==> src/rtl/eth_fcs_checker_delay_line.sv <==
`default_nettype none
// ============================================================================
//  Module     : fcs_delay_line
//  Purpose    : 4-byte delay line that holds back the trailing FCS bytes.
//               Once full, each push pops the oldest byte.
//  Ports      : clk, n_rst      clock / async active-low reset
//               push, din[7:0]  byte entering the line
//               flush           discard the line contents
//               pop_valid       oldest byte leaves this cycle (comb.)
//               dout[7:0]       oldest byte
//               first           this pop is the first since the last flush
//  Revision   : 1.0  initial release
// ============================================================================
module fcs_delay_line (
  input  logic       clk,
  input  logic       n_rst,
  input  logic       push,
  input  logic [7:0] din,
  input  logic       flush,
  output logic       pop_valid,
  output logic [7:0] dout,
  output logic       first
);

  logic [3:0][7:0] r_mem;
  logic [2:0]      r_count;
  logic            r_popped;
  logic            w_full;

  assign w_full    = (r_count == 3'd4);
  assign pop_valid = push & w_full;
  assign dout      = r_mem[0];
  assign first     = ~r_popped;

  // Flush together with push restarts the line holding only din. At end of
  // frame this parks the last FCS byte; it can never be popped because the
  // next frame's start also flushes.
  always_ff @(posedge clk or negedge n_rst) begin
    if (!n_rst) begin
      r_mem    <= '0;
      r_count  <= 3'd0;
      r_popped <= 1'b0;
    end else if (flush) begin
      r_popped <= 1'b0;
      if (push) begin
        r_mem[0] <= din;
        r_count  <= 3'd1;
      end else begin
        r_count  <= 3'd0;
      end
    end else if (push) begin
      if (w_full) begin
        r_mem    <= {din, r_mem[3:1]};
        r_popped <= 1'b1;
      end else begin
        r_mem[r_count[1:0]] <= din;
        r_count             <= r_count + 3'd1;
      end
    end
  end

endmodule
`default_nettype wire

==> config.mk <==
export PLATFORM = sky130hd
export DESIGN_NAME = fcs_delay_line
export DESIGN_NICKNAME = d
export VERILOG_FILES = /design/src/rtl/eth_fcs_checker_delay_line.sv
export SDC_FILE = /design/constraint.sdc
export NUM_CORES = 1
export LEC_CHECK = 0
export CORE_UTILIZATION = 30
export CTS_CLUSTER_DIAMETER = 40
export CTS_CLUSTER_SIZE = 28
export DETAILED_ROUTE_END_ITERATION = 7
export GPL_TIMING_DRIVEN = 1
export SLEW_MARGIN = 20
export SYNTH_ARGS = -nofsm -noshare
export SYNTH_HDL_FRONTEND = slang
export SYNTH_SLANG_ARGS = --single-unit
==> constraint.sdc <==
create_clock -name clk -period 2.76 [get_ports clk]
set_clock_uncertainty 0.05 [all_clocks]
set_input_delay 0.552 -clock clk [delete_from_list [all_inputs] [get_ports clk]]
set_output_delay 0.552 -clock clk [all_outputs]
set_load 0.01 [all_outputs]
Word-level counts from Yosys, hierarchy flattened
Cells that the tools add are included.
- register bits after elaboration: 36
- bits in latches: 0
- RAM bits: 0
- ROM bits: 0
- input bits: 12
- output and inout port bits: 10
- logic and storage cells: 34
- memories: 0
- $add $sub $neg: 1
- multipliers: 0
- divide/modulo/power cells: 0
- order comparisons: 2
- equality and inequality tests: 2
- shifts and indexed selects: 0
- multiplexer cells: 14
- bitwise logic cells: 3
- reduce and logical (&&, ||, !) cells: 6
- operators by type and width (cell ; count):
    $bwmux 32 ; 1
    $mux 32 ; 1
    $mux 8 ; 4
    $demux 8 s2 ; 1
    $mux 3 ; 3
    $reduce_and 2->1 ; 3
    $mux 1 ; 4
    $reduce_bool 2->1 ; 2
    $add 3x1->3 const B ; 1
    $eq 3x3->1 const B ; 1
    $lt 2x3->1 const B ; 1
    $ge 2x1->1 const B ; 1
    $ne 2x2->1 const B ; 1
    $not 1->1 ; 2
    $and 1x1->1 ; 1
    $logic_and 1x1->1 ; 1

Longest topological paths before layout
- word-level depth: 8
- gate-level depth with buffers: 7
- mapped depth without buffers: 5

Worst setup path before layout
OpenSTA, ideal clock, no wires.
- path type: register -> output
- start: reg r_count[0]
- end: out pop_valid
- data arrival time: 1.115 ns
- required time: 2.158 ns
- setup slack: 1.043 ns
- cell stages (with the launch flop): 7
- path buffers: 1
- cells stage by stage: dfrtp_1 > inv_1 > ha_1 > and2_4 > buf_6 > nand2_1 > inv_1
- longest elaborated chain between the ends: 2
- ends and longest elaborated chain (element ; line ; RTL):
    from (decl) ; 26 ; logic [2:0] r_count;
    from (signal assigned) ; 57 ; r_count <= r_count + 3'd1;
    $eq 3x3->1 ; 30 ; assign w_full = (r_count == 3'd4);
    $and 1x1->1 ; 31 ; assign pop_valid = push & w_full;
    to (decl) ; 20 ; output logic pop_valid,
Every way passes these cells.

Worst setup path in the final report
Same ends and word-level chain as after synthesis.

==> results_dict.tcl <==
set metrics [dict create \
    final_max_slew_viol_count 0 \
    coreArea_sq_mm 0.006026 \
    n_fill_cell 598 \
    holdCritStartpoint "r_mem[25]" \
    holdPathStages 1 \
    grt_max_degree 37 \
    grt_pass1_wl_mm 5.968 \
    htree_levels 2 \
    fin_crit_sh_pct 89.31 \
    cts_hold_buf 0 \
    slew_headroom_pct 67.75 \
    placed_cells 269 \
    layoutNonFillerInstCount 277 \
    maxCapViolCount 0 \
    final_area_sq_mm 0.002180 \
    fmax_mhz 405.7 \
    finalCriticalPeriod_ns 2.465 \
    dp.final_hpwl_mm 2.547 \
    cp_slowest_cell "clkdlybuf4s50_1" \
    area_delta_synth_final_pct 14.68 \
    grt_overflow_total 0 \
    rsz0062_at_grt "no" \
    r2r_start "r_count[0]" \
    io_buffers 21 \
    die_area_sq_mm 0.006658 \
    cp.arrival_ns 1.86 \
    die_x_um 81.60 \
    vias 1313 \
    reg2reg_to "r_mem[28]" \
    grt_pass1_vias 1250 \
    rrSetupSlack_ns 0.90 \
    startpoint_type "flop" \
    setup_violations 0 \
    cts_buffer_depth 2 \
    antenna_found_initial 0 \
    p_leak_nw 0.9556 \
    crit_fanout 12 \
    wl_mm 3.579 \
    grtUsageTotal_pct 11.98 \
    gp_congestion 0.7479 \
    routedWlPerCell_um 12.92 \
    cts-root-buf "clkbuf_8" \
    nets 217 \
    postPlaceCellArea_sq_mm 0.002090 \
    post_cts_buffers 0 \
    drive_above_1_share_pct 14.36 \
    ys_warn_count 0 \
    via_per_inst 4.740 \
    hold_ws_ns 0.4496 \
    ys_seq_elements 36 \
    crit_type "flop to primary output" \
    syn_area_sq_mm 0.001901 \
    syn-num-nets 206 \
    power_density_mw_per_mm2 699.8 \
    antenna-diode-count 0 \
    crit_path_frequent_cell "inv_1" \
    die_y_um 81.60 \
    cp_slowest_stage_delay_ns 0.52 \
    synth_top_area_share_pct 47.40 \
    run_status "complete, no violations" \
    yosysSeqAreaShare_pct 47.40 \
    cts_buffers 5 \
    clk_pin_slew_ns 0.06 \
    required_ns 2.16 \
    syn_area_per_cell_sq_um 10.00 \
    final_antenna_net_count 0 \
    dr.first_iter.drc_count 107 \
    clock_sink_count 36 \
    endpoint_kind "primary output" \
    drc_errors 0 \
    fp-row-count 28 \
    firstDrtPassIters 4 \
    max-vdd-ir-drop_mv 0.2438 \
    reg2reg_depth 5 \
    p_total_w 0.001525 \
    worst_pin_slew_ns 0.4837 \
    synth.top_cells.by_area "dfrtp_1 47%, mux2_2 9.5%, a31oi_1 5.3%, nand2_1 4.9%, mux2i_1 4.7%" \
    setup_tns_ns 0 \
    ios 22 \
    yosysTopAreaCell "dfrtp_1" \
    cts_tree "done" \
    syn_inst 190 \
    hp-class "flop to flop" \
    start_util_pct 31.54 \
    hold_viol 0 \
    cts-resized-gates 0 \
    yosysUniqueCellTypes 28 \
    clk_latency_ns 0.29 \
    path_cells "inv_1 > ha_1 > and2_4 > nand2_1 > inv_1 > clkdlybuf4s50_1" \
    holdPathEnd "r_mem[25]" \
]
[registers in the layout, indices dropped and copies added (netlist names)]
signal / flops
r_popped: 1
r_mem: 24
dout: 8
r_count: 3
[metal layers]
layer	up-vias	track usage [%]	wire, um
li1	664	-	-
met1	620	15.65	1786
met2	23	18.67	1618
met3	6	3.333	107
met4	0	4.737	67
met5	-	0	0
[synthesized netlist by cell type, drive strengths merged]
cell / number
clkbuf: 4
o21ai: 9
mux2: 16
and3: 8
o211ai: 1
nor2b: 1
a31oi: 16
and2: 1
and4b: 1
a21boi: 1
ha: 4
nand3b: 1
nand2b: 2
buf: 17
o21a: 3
and3b: 1
nand3: 9
o22ai: 2
nor2: 8
inv: 12
nand2: 25
nor3: 1
dfrtp: 36
mux2i: 9
a21oi: 2
[per-stage QoR]
stage               setup WS [ns]  util [%]
floorplan                   1.043         -
global placement           0.4955     34.68
detailed placement         0.4836     34.68
CTS                        0.2803     36.17
global route               0.1546     36.17
finish                     0.2950     36.17
[area by class of cell]
| cell class | count | area (sq um) | area share [%] |
|---|---|---|---|
| sequential | 36 | 900.9 | 41.33 |
| multi-input combinational | 121 | 809.5 | 37.14 |
| timing repair buffer | 25 | 240.2 | 11.02 |
| tap | 75 | 93.84 | 4.305 |
| clock buffer | 8 | 90.09 | 4.133 |
| inverter | 12 | 45.04 | 2.067 |
[critical path: cells and delay by family, from the launching register on]
family,cells,cell delay (ns)
DFF,1,0.41
and+or+nand+nor,2,0.31
buffers and inverters,3,0.69
adders and majority gates,1,0.17
[layout by cell type (no fill, tap or decap), types with 4 or more instances in the layout]
cell type / synthesis / routed
dfrtp_1: 36 / 36
nand2_1: 25 / 25
clkdlybuf4s50_1: 0 / 21
a31oi_1: 16 / 16
mux2_2: 16 / 16
inv_1: 12 / 12
nand3_1: 9 / 9
mux2i_1: 9 / 9
nor2_1: 8 / 8
o21ai_0: 8 / 8
and3_1: 8 / 8
clkbuf_8: 0 / 6
ha_1: 4 / 4
buf_4: 8 / 4
[worst max path at each step]
stage	endpoint	start	depth (start not counted)
2_1_floorplan	pop_valid	r_count[0]	6
3_3_place_gp	pop_valid	push	4
3_5_place_dp	pop_valid	push	4
4_1_cts	pop_valid	r_count[0]	6
5_1_grt	pop_valid	r_count[0]	6
6_report	pop_valid	r_count[0]	6
[where the power goes]
group | switching [W] | leakage [nW] | internal, W
Clock | 0.000177 | 0.0455 | 0.000203
Sequential | 0.0000869 | 0.445 | 0.000705
Combinational | 0.000163 | 0.465 | 0.000190
[kinds of logic (layout without fill, tap and decap cells)]
logic type	count (synthesis)	after routing	share of synthesized area, %
and+or+nand+nor	58	58	14.75
DFF	36	36	47.40
muxes	25	25	14.22
adders and majority gates	4	4	2.633
AOI/OAI and AO/OA	34	34	10.99
buffers and inverters	33	45	10.01
(Power assumes the default switching activity.)
